$ cat src/rtl/task_9_nn_arbiter.sv
// task_9_nn_arbiter
//   Shares one network_xor_wrapper between NUM_REQ input streams. Requesters
//   are granted round-robin. The granted vector is held on o_nn_data with
//   o_nn_valid until the network accepts it. Each accepted vector leaves its
//   requester index in a tag FIFO. Each network result pops the head tag and
//   is returned to that requester one cycle later.
//
// Ports
//   i_clk, i_rst        clock, synchronous active-high reset
//   i_req_valid         per-requester vector valid
//   i_req_data          requester k vector at [k*IN_WIDTH +: IN_WIDTH]
//   o_req_ready         one-hot, combinational: requester k consumed this cycle
//   o_nn_valid          vector valid towards network (in_data_vld)
//   o_nn_data           vector towards network; bit 2 feeds network in_data[0]
//   i_nn_ready          network in_data_rdy
//   i_nn_result         network result_data
//   i_nn_result_valid   network result_vld
//   o_rsp_valid         one-hot result pulse per requester
//   o_rsp_data          result bit per requester, qualified by o_rsp_valid
//   o_busy              vector held or results still outstanding
//   o_err               sticky: a result arrived with no outstanding tag

module task_9_nn_arbiter #(
    parameter int unsigned NUM_REQ   = 2,
    parameter int unsigned IN_WIDTH  = 3,
    parameter int unsigned TAG_DEPTH = 4
) (
    input  logic                         i_clk,
    input  logic                         i_rst,
    input  logic [NUM_REQ-1:0]           i_req_valid,
    input  logic [NUM_REQ*IN_WIDTH-1:0]  i_req_data,
    output logic [NUM_REQ-1:0]           o_req_ready,
    output logic                         o_nn_valid,
    output logic [IN_WIDTH-1:0]          o_nn_data,
    input  logic                         i_nn_ready,
    input  logic                         i_nn_result,
    input  logic                         i_nn_result_valid,
    output logic [NUM_REQ-1:0]           o_rsp_valid,
    output logic [NUM_REQ-1:0]           o_rsp_data,
    output logic                         o_busy,
    output logic                         o_err
);

    localparam int unsigned REQ_W = (NUM_REQ > 1) ? $clog2(NUM_REQ) : 1;
    localparam int unsigned PTR_W = $clog2(TAG_DEPTH);
    localparam int unsigned CNT_W = $clog2(TAG_DEPTH + 1);

    typedef enum logic {
        S_IDLE,
        S_ISSUE
    } state_t;

    state_t             state;
    logic [REQ_W-1:0]   rr_ptr;
    logic [REQ_W-1:0]   cur_tag;

    // Round-robin search results
    logic               win_found;
    logic [REQ_W-1:0]   win_idx;
    logic [IN_WIDTH-1:0] win_data;
    logic [IN_WIDTH-1:0] req_slice [NUM_REQ];

    // Tag FIFO
    logic [REQ_W-1:0]   tag_mem [TAG_DEPTH];
    logic [PTR_W-1:0]   wr_ptr;
    logic [PTR_W-1:0]   rd_ptr;
    logic [CNT_W-1:0]   count;
    logic [REQ_W-1:0]   head_tag;
    logic               fifo_full;
    logic               fifo_empty;

    logic               grant;
    logic               push;
    logic               pop;

    always_comb begin
        for (int unsigned k = 0; k < NUM_REQ; k++) begin
            req_slice[k] = i_req_data[k*IN_WIDTH +: IN_WIDTH];
        end
    end

    // First valid requester at or above rr_ptr, wrapping past NUM_REQ-1.
    always_comb begin : rr_search
        logic [REQ_W:0]   sum;
        logic [REQ_W-1:0] idx;
        win_found = 1'b0;
        win_idx   = '0;
        win_data  = '0;
        sum       = '0;
        idx       = '0;
        for (int unsigned i = 0; i < NUM_REQ; i++) begin
            sum = {1'b0, rr_ptr} + (REQ_W+1)'(i);
            if (sum >= (REQ_W+1)'(NUM_REQ)) begin
                sum = sum - (REQ_W+1)'(NUM_REQ);
            end
            idx = sum[REQ_W-1:0];
            if (!win_found && i_req_valid[idx]) begin
                win_found = 1'b1;
                win_idx   = idx;
                win_data  = req_slice[idx];
            end
        end
    end

    assign fifo_full  = (count == CNT_W'(TAG_DEPTH));
    assign fifo_empty = (count == '0);
    assign head_tag   = tag_mem[rd_ptr];

    // Full is judged on the count before any same-cycle pop, so a freed slot
    // only becomes grantable on the following cycle.
    assign grant = (state == S_IDLE) && win_found && !fifo_full && !i_rst;
    assign push  = (state == S_ISSUE) && i_nn_ready && !i_rst;
    assign pop   = i_nn_result_valid && !fifo_empty;

    always_comb begin
        o_req_ready = '0;
        if (grant) begin
            o_req_ready[win_idx] = 1'b1;
        end
    end

    assign o_busy = (state == S_ISSUE) || !fifo_empty;

    // Tag storage carries no reset; pointers and count define its contents.
    always_ff @(posedge i_clk) begin
        if (push) begin
            tag_mem[wr_ptr] <= cur_tag;
        end
    end

    always_ff @(posedge i_clk) begin
        if (i_rst) begin
            state       <= S_IDLE;
            rr_ptr      <= '0;
            cur_tag     <= '0;
            o_nn_valid  <= 1'b0;
            o_nn_data   <= '0;
            wr_ptr      <= '0;
            rd_ptr      <= '0;
            count       <= '0;
            o_rsp_valid <= '0;
            o_rsp_data  <= '0;
            o_err       <= 1'b0;
        end else begin
            o_rsp_valid <= '0;
            o_rsp_data  <= '0;

            case (state)
                S_IDLE: begin
                    if (grant) begin
                        o_nn_data  <= win_data;
                        cur_tag    <= win_idx;
                        o_nn_valid <= 1'b1;
                        rr_ptr     <= (win_idx == REQ_W'(NUM_REQ - 1)) ? '0
                                                                       : win_idx + REQ_W'(1);
                        state      <= S_ISSUE;
                    end
                end
                S_ISSUE: begin
                    // Always return to IDLE after a transfer: no back-to-back issue.
                    if (i_nn_ready) begin
                        o_nn_valid <= 1'b0;
                        state      <= S_IDLE;
                    end
                end
                default: state <= S_IDLE;
            endcase

            if (push) begin
                wr_ptr <= wr_ptr + PTR_W'(1);
            end

            if (pop) begin
                rd_ptr                <= rd_ptr + PTR_W'(1);
                o_rsp_valid[head_tag] <= 1'b1;
                o_rsp_data[head_tag]  <= i_nn_result;
            end else if (i_nn_result_valid) begin
                o_err <= 1'b1;
            end

            case ({push, pop})
                2'b10:   count <= count + CNT_W'(1);
                2'b01:   count <= count - CNT_W'(1);
                default: count <= count;
            endcase
        end
    end

endmodule
$ cat config.mk
export PLATFORM = sky130hd
export DESIGN_NAME = task_9_nn_arbiter
export DESIGN_NICKNAME = d
export VERILOG_FILES = /design/src/rtl/task_9_nn_arbiter.sv
export SDC_FILE = /design/constraint.sdc
export NUM_CORES = 1
export LEC_CHECK = 0
export CORE_UTILIZATION = 50
export DETAILED_ROUTE_END_ITERATION = 16
export PLACE_DENSITY = 0.89
export SYNTH_ARGS = -nofsm -noshare
export SYNTH_HDL_FRONTEND = slang
export SYNTH_SLANG_ARGS = --single-unit
$ cat constraint.sdc
create_clock -name i_clk -period 5.3 [get_ports i_clk]
set_input_delay 0.795 -clock i_clk [delete_from_list [all_inputs] [get_ports i_clk]]
set_output_delay 0.795 -clock i_clk [all_outputs]
set_load 0.02 [all_outputs]
# ---- After elaboration in Yosys (flattened, before gate mapping)
# Memories as Yosys holds them, arrays and structs flattened. A register that Yosys moved wholly into a read port is not among the register bits.
# Cells that the tools add are included.
dict set report totals {
  ff_bits 19
  mem_bits_rw 4
  in_bits 13
  out_inout_bits 12
  elab_cells 95
  n_memories 1
}
dict set report op_classes {
  add_sub_neg 8
  n_lt_le_gt_ge 10
  n_eq_ne 5
  mux 35
  bitwise_logic 5
  n_reduce_logical 20
}
# memory words word_bits rd rd_clocked_by_memory_dff write_ports line_no
set mem_list {}
lappend mem_list {tag_mem 4 1 1 1 1 64} ;# logic [REQ_W-1:0] tag_mem [TAG_DEPTH];
# operator count
set ops {}
lappend ops {{3-bit 2-to-1 mux} 8}
lappend ops {{1-bit 2-to-1 mux} 19}
lappend ops {{1-bit logical AND} 9}
lappend ops {{1-bit by 2-bit < comparator with 1-bit output, second input constant} 4}
lappend ops {{2-bit greater-or-equal comparator, second input constant} 3}
lappend ops {{2-bit 2-to-1 mux} 3}
lappend ops {{3-bit case mux with 2 select lines} 1}
lappend ops {{2-bit AND reduction} 3}
lappend ops {{2-bit by 1-bit adder with 2-bit output, second input constant} 2}
lappend ops {{1-bit logical NOT} 4}
lappend ops {{2-bit != test, second input constant} 2}
lappend ops {{1-bit NOT with 2-bit output} 2}
lappend ops {{1-bit case mux with 2 select lines} 2}
lappend ops {{3-bit by 1-bit adder with 3-bit output, second input constant} 1}
lappend ops {{3-bit equality test, second input constant} 1}
lappend ops {{3-bit logical NOT} 1}
lappend ops {{3-bit by 1-bit subtractor with 3-bit output, second input constant} 1}
lappend ops {{1-bit by 1-bit adder with 2-bit output, second input constant} 1}
lappend ops {{2-bit bitwise AND} 1}
lappend ops {{1-bit demux with 1-bit select} 2}
lappend ops {{2-bit by 1-bit equality test with 1-bit output, second input constant} 1}
lappend ops {{2-bit equality test, second input constant} 1}
lappend ops {{1-bit greater-or-equal comparator, second input constant} 2}
lappend ops {{1-bit by 2-bit greater-or-equal comparator with 1-bit output, second input constant} 1}
lappend ops {{6 further kinds} 8}

# ---- Longest topological paths before layout
# Gate-level depths: netlist of run 1.
dict set report depth {
  word_depth 13
  mapped_depth 9
  mapped_depth_nobuf 9
}

# ---- Least setup slack after synthesis of run 1
# No wires, ideal clock.
dict set report synth_timing {
  path_kind {input to register}
  startpoint {input i_rst}
  endpoint {register count[2]}
  setup_time_ns 0.072
  arrival_ns 2.544
  setup_slack_ns 2.684
  stages 9
  cell_sequence {clkbuf_1 nor2_1 inv_1 ha_1 inv_1 fa_1 xor2_1 or3_2 a21oi_1}
}
dict set report synth_between {
  elab_chain_len 4
  elab_cells_between_ends 6
}
# element line_no
set synth_lines {}
lappend synth_lines {{start, declared} 29} ;# input logic i_rst,
lappend synth_lines {{1-bit logical NOT} 112} ;# assign push = (state == S_ISSUE) && i_nn_ready && !i_rst;
lappend synth_lines {{1-bit logical AND} 112}
lappend synth_lines {{2-bit by 1-bit equality test with 1-bit output / 2-bit equality test (equally long branches)} 181} ;# case ({push, pop})
lappend synth_lines {{3-bit case mux with 2 select lines / 2-bit nonzero test (equally long branches)} --}
lappend synth_lines {{end signal, assigned} 182} ;# 2'b10: count <= count + CNT_W'(1);
lappend synth_lines {{end signal, assigned} 183} ;# 2'b01: count <= count - CNT_W'(1);
lappend synth_lines {{end signal, assigned} 184} ;# default: count <= count;
lappend synth_lines {{end, declared} 67} ;# logic [CNT_W-1:0] count;
# Several ways; a longest one is shown, not always the timed one.
# A chain may end at the register's enable or synchronous reset.

# ---- Final worst setup path of run 1
dict set report layout_timing {
  startpoint {input i_rst}
  endpoint {output o_req_ready[1]}
}
dict set report layout_between {
  elab_chain_len 3
}
# element line_no
set layout_lines {}
lappend layout_lines {{1-bit logical NOT} 111} ;# assign grant = (state == S_IDLE) && win_found && !fifo_full && !i_rst;
lappend layout_lines {{1-bit logical AND} 111}
lappend layout_lines {{2-bit 2-to-1 mux} 117} ;# if (grant) begin
lappend layout_lines {{end, declared} 32} ;# output logic [NUM_REQ-1:0] o_req_ready,
# Every way passes these cells.

==> results of run 1 <==
==> logic make-up (layout without fill, tap and decap cells) <==
family                   count (synthesis)  in the layout  synth area share (%)
AND/OR/NAND/NOR                         32             32                  15.9
buffers and inverters                   14             38                  5.47
XOR/XNOR                                 5              5                  3.99
adder cells (fa/ha/maj)                  6              6                  7.53
flip-flops                              25             25                  49.3
AO/OA/AOI/OAI                           23             23                  15.9
multiplexers                             1              1                  2.05
==> path summary, 6_finish.rpt <==
check | slack [ns] | cells after the start | end | startpoint
hold reg to reg | 0.50 | 2 | o_err | o_err
hold / removal | 0.50 | 2 | o_err | o_err
setup reg to reg | 3.01 | 8 | count[2] | count[0]
setup / recovery | 1.45 | 5 | o_req_ready[1] | i_rst
==> report_power, final <==
| group | total (mW) | internal (mW) | switching, mW |
|---|---|---|---|
| Combinational | 0.0713 | 0.0353 | 0.0360 |
| Clock | 0.0849 | 0.0294 | 0.0555 |
| Sequential | 0.210 | 0.202 | 0.00747 |
==> Yosys cell counts (all sizes together), types with 2 or more instances <==
| cell | number |
|---|---|
| ha | 5 |
| a211oi | 3 |
| a32oi | 3 |
| nor3 | 2 |
| inv | 10 |
| nor2 | 11 |
| clkbuf | 3 |
| dfxtp | 21 |
| nand2b | 3 |
| a31o | 2 |
| edfxtp | 4 |
| a21oi | 7 |
| nand3 | 2 |
| a31oi | 3 |
| nand2 | 2 |
| xor2 | 4 |
| and2 | 5 |
| and3 | 2 |
==> per-layer routing <==
| layer | global-route usage [%] | wire length, um | vias up |
|---|---|---|---|
| met2 | 31.7 | 940 | 15 |
| met3 | 3.12 | 47 | 5 |
| met5 | 0 | 0 | - |
| li1 | - | - | 421 |
| met1 | 22.2 | 926 | 373 |
| met4 | 8.82 | 46 | 0 |
==> state kept, by name, indices dropped and copies added, names as in the netlist, named ones only <==
name	cells
state	1
cur_tag	1
o_nn_data	3
o_rsp_valid	2
rr_ptr	1
wr_ptr	2
rd_ptr	2
o_rsp_data	2
o_nn_valid	1
tag_mem	4
count	3
o_err	1
==> area by class of cell <==
cell class	instances	area [um^2]
inverter	10	37.5
multi-input combinational	67	497
fill	164	644
sequential	25	541
clock buffer	3	22.5
timing repair buffer	24	240
clock inverter	1	6.26
tap	27	33.8
==> per-stage QoR <==
step	instance area [um^2]	util (%)	setup slack, ns	hold WS (ns)	total power, mW
floorplan	1100	-	2.68	0.460	0.255
finish	1380	68.1	1.45	0.500	0.366
global placement	1350	66.7	1.58	0.456	0.283
CTS	1380	68.1	1.45	0.504	0.369
global route	1380	68.1	1.27	0.515	0.385
detailed placement	1350	66.7	1.45	0.472	0.285
==> critical path, cell delays in order <==
cell and delay, ns:
clkdlybuf4s50_1 0.81, nor2_1 0.52, nand4_1 0.21, inv_1 0.10, clkdlybuf4s50_1 0.61
==> flow_summary.toml, run 1 <==
[status]
status = "finished, final reports clean"

[sta]
worst_slew_pin_slew_ns = 0.793
min_period_ns = 3.85
hold_viol = 0
final_max_slew_viol_count = 0
tns_ns = 0
period_share_pct = 72.7
max-slew-margin-rel_pct = 46.9
rsz0062_at_grt = "false"
fmax_mhz = 259
clock_skew_ns = 0.0109
setup_viol = 0

[power_and_ir_drop]
p_leak_nw = 0.522
ir_drop_v = 0.000197
p_per_area_nw_per_um2 = 266

[global_routing]
antenna_found_initial = 0
grt_pass1_vias = 769
grt_max_degree = 21
track_usage_pct = 18.4
grt-ovfl-total = 0
grt_pass1_wl_mm = 3.34

[routing]
drc = 0
finalWirelength_mm = 1.96
antenna_left = 0
drt-initial-drc-count = 10
vias = 814
drtPass1Iterations = 5
wl_per_cell_um = 12.5
vias_per_cell = 5.18

[worst_setup_path]
worstPathRequired_ns = 4.51
critPathKind = "input port to output pin"
end_kind = "output pin"
arrival_ns = 3.06
critPathLaunchType = "input port"
worstPathMaxFanout = 20

[synth]
syn-num-nets = 125
yosysUniqueCellTypes = 34
ys_seq_elements = 25
syn_inst = 106
async_reset_ff_share_pct = 0
synth_top_cells_by_area = "dfxtp_1 38%, edfxtp_1 11%, ha_1 5.7%"
synthFlopType = "dfxtp_1"
netlist_area_um2 = 1100
ys_seq_area_share_pct = 49.3
synth_top_area_share_pct = 38.3
synth_top_cell_by_area = "dfxtp_1"
synth_area_per_cell_um2 = 10.4
yosysWarnings = 0
synth_edf_count = 4

[cells_and_area]
final_cell_mix = "24 x clkdlybuf4s50_1, 21 x dfxtp_1, 11 x nor2_1"
area_growth_pct = 25.5
num_antenna_cells = 0
final_common_cell = "clkdlybuf4s50_1"
stdcell_count = 157
drive_gt1_share_pct = 8.46
finalNetCount = 150

[clock_network]
cts_sinks = 25
cts_buffers = 3
cts_tree = "built"
insertion_delay_ns = 0.32
ctsHoldBuffers = 0
htree_levels = 1
root_buffer = "clkbuf_4"
postCtsSetupBuffers = 0
post_cts_resized = 0
cts.clk_slew.worst_paths_ns = 0.14
clock_path_buffers = 2

[placement]
gp_congestion = 0.820
dp_cells = 153
portBuffers = 24
dp_hpwl_mm = 1.52

[worst_hold_path]
worstHoldPathType = "flop to flop"

[floorplan]
die_area_um2 = 2390
start_util_pct = 54.3
row_count = 16
die_h_um = 48.8
fp.dieW_um = 48.8
core_area_um2 = 2020
ioPinCount = 25

[run]
maxCapViolCount = 0
No activity file was read; power rests on OpenSTA's default activity.
==> inputs of run 2 (changes only) <==
--- a/config.mk
+++ b/config.mk
@@ -5,9 +5,9 @@
 export SDC_FILE = /design/constraint.sdc
 export NUM_CORES = 1
 export LEC_CHECK = 0
-export CORE_UTILIZATION = 50
+export CORE_UTILIZATION = 43
 export DETAILED_ROUTE_END_ITERATION = 16
-export PLACE_DENSITY = 0.89
+export PLACE_DENSITY = 0.82
 export SYNTH_ARGS = -nofsm -noshare
 export SYNTH_HDL_FRONTEND = slang
 export SYNTH_SLANG_ARGS = --single-unit
==> constraint.sdc (replaced) <==
create_clock -name i_clk -period 3.5 [get_ports i_clk]
set_input_delay 0.525 -clock i_clk [delete_from_list [all_inputs] [get_ports i_clk]]
set_output_delay 0.525 -clock i_clk [all_outputs]
set_load 0.02 [all_outputs]
==> run 2 against run 1 <==
Against the previous run:
- setup slack got worse by 0.99 ns
- sequential cell count unchanged
- sequential power increased by 51%
- clock power increased by 53%
- via count increased by 2.6%
- clock skew about the same
- highest routed layer unchanged
- non-clock buffer count increased by 1
- critical path depth unchanged
- critical endpoint is now o_req_ready[0]
- die area increased by 16%
- wire length about the same
- critical path type unchanged
- core utilization decreased by 7.7 points
- first-iteration DRC count increased by 50%
==> flow_summary.toml, run 2 (same netlist as run 1, synthesis figures left out) <==
[cells_and_area]
drive_gt1_share_pct = 9.16
fill_cells = 196
top_register = "tag_mem"
multi_input_area_um2 = 497
num_antenna_cells = 0
stdcell_area_um2 = 1390
seqCellArea_um2 = 541
final_common_cell = "clkdlybuf4s50_1"
biggestRegsByFlops = "tag_mem: 4 flops, count: 3 flops, o_nn_data: 3 flops"
final_cell_mix = "24 x clkdlybuf4s50_1, 21 x dfxtp_1, 11 x nor2_1"
largest_reg_flops = 4
area_growth_pct = 26.5
finalNetCount = 151
finish.utilization_pct = 60.4

[run]
maxCapViolCount = 0

[global_routing]
grt_pass1_wl_mm = 3.44
grt_max_degree = 16
track_usage_pct = 17.0
grt_pass1_vias = 791
antenna_found_initial = 0
grt-ovfl-total = 0

[worst_hold_path]
worstHoldPathType = "flop to flop"
min_to = "o_err"
hp-start = "o_err"
hold_depth = 2

[sta]
final_max_slew_viol_count = 0
fmax_mhz = 328
tns_ns = 0
rsz0062_at_grt = "false"
setup_viol = 0
period_share_pct = 87.1
fin_ws_ns = 0.452
clock_skew_ns = 0.0106
min_period_ns = 3.05
hold_viol = 0
max-slew-margin-rel_pct = 56.5
worst_slew_pin_slew_ns = 0.647

[clock_network]
post_cts_resized = 0
clock_path_buffers = 2
cts_sinks = 25
ctsHoldBuffers = 0
insertion_delay_ns = 0.32
cts_tree = "built"
cts.clk_slew.worst_paths_ns = 0.13
htree_levels = 1
postCtsSetupBuffers = 0
root_buffer = "clkbuf_4"
cts_buffers = 3

[power_and_ir_drop]
p_leak_nw = 0.522
power_switching_uw = 152
p_seq_share_pct = 57.1
sw_frac_of_total_pct = 27.4
p_int_uw = 404
p_per_area_nw_per_um2 = 401
ir_drop_v = 0.000303
clockPowerShare_pct = 23.4
p_comb_share_pct = 19.4

[worst_setup_path]
r2r_cells = 8
worstPathMaxFanout = 12
r2r-end = "count[2]"
reg2reg_slack_ns = 1.23
arrival_ns = 2.52
critPathLaunchType = "input port"
worstPathRequired_ns = 2.97
end_kind = "output pin"
worst_r2r_startpoint = "count[0]"
critPathKind = "input port to output pin"

[floorplan]
row_count = 17
start_util_pct = 47.8
ioPinCount = 25
die_area_um2 = 2760
fp.dieW_um = 52.5
core_area_um2 = 2300
die_h_um = 52.5

[placement]
dp_slack_ns = 0.449
portBuffers = 24
place_area_um2 = 1360
dp_hpwl_mm = 1.51
gp_congestion = 0.743

[routing]
wl_per_cell_um = 12.3
vias_per_cell = 5.25
drtPass1Iterations = 4
vias = 835
drt-initial-drc-count = 15
drc = 0
antenna_left = 0
finalWirelength_mm = 1.96

[status]
status = "finished, final reports clean"
[run 2: cell count changes in the layout (fill, tap and decap cells not counted)]
cell        change
clkinvlp_4      +1
inv_4           -1
buf_4           +1
[run 2: cell type report]
| cell class | instances | area share, % |
|---|---|---|
| Sequential cell | 25 | 39.0 |
| Multi-Input combinational cell | 67 | 35.8 |
| Timing Repair Buffer | 25 | 17.9 |
| Inverter | 10 | 2.71 |
| Tap cell | 28 | 2.52 |
| Clock buffer | 3 | 1.62 |
| Clock inverter | 1 | 0.541 |
[run 2: power by group through the flow]
stage	Combinational, mW	Clock, mW	Sequential [mW]
after global placement	0.105	0	0.324
after detailed placement	0.108	0	0.324
final	0.108	0.130	0.318
after CTS	0.109	0.136	0.318
after floorplan	0.0557	0	0.330
after global routing	0.120	0.145	0.320
[run 2: worst max-delay path by stage]
stage          slack, ns        endpoint   from  cells after the start
2_1_floorplan       1.15        count[2]  i_rst                      9
3_3_place_gp        0.56  o_req_ready[0]  i_rst                      5
3_5_place_dp        0.45  o_req_ready[0]  i_rst                      5
4_1_cts             0.45  o_req_ready[0]  i_rst                      5
5_1_grt             0.33  o_req_ready[0]  i_rst                      5
6_report            0.45  o_req_ready[0]  i_rst                      5
[run 2: per-layer routing]
metal	track usage, %	part of all wire, %	up-vias
li1	-	-	423
met1	21.5	47	393
met2	28.1	48	17
met3	3.48	3.5	2
met4	6.58	1.4	0
met5	0	0	-
[run 2: per-stage QoR]
stage,hold slack [ns],instances,power [mW]
2_1_floorplan,0.460,106,0.386
3_3_place_gp,0.460,155,0.429
3_5_place_dp,0.463,155,0.432
4_1_cts,0.500,159,0.562
5_1_grt,0.520,159,0.585
6_report,0.496,159,0.556
[run 2: worst max-delay path: stages]
cell and delay (ns):
clkdlybuf4s50_1 0.61, nor2_1 0.43, nand3_1 0.19, a21oi_1 0.15
clkdlybuf4s50_1 0.61
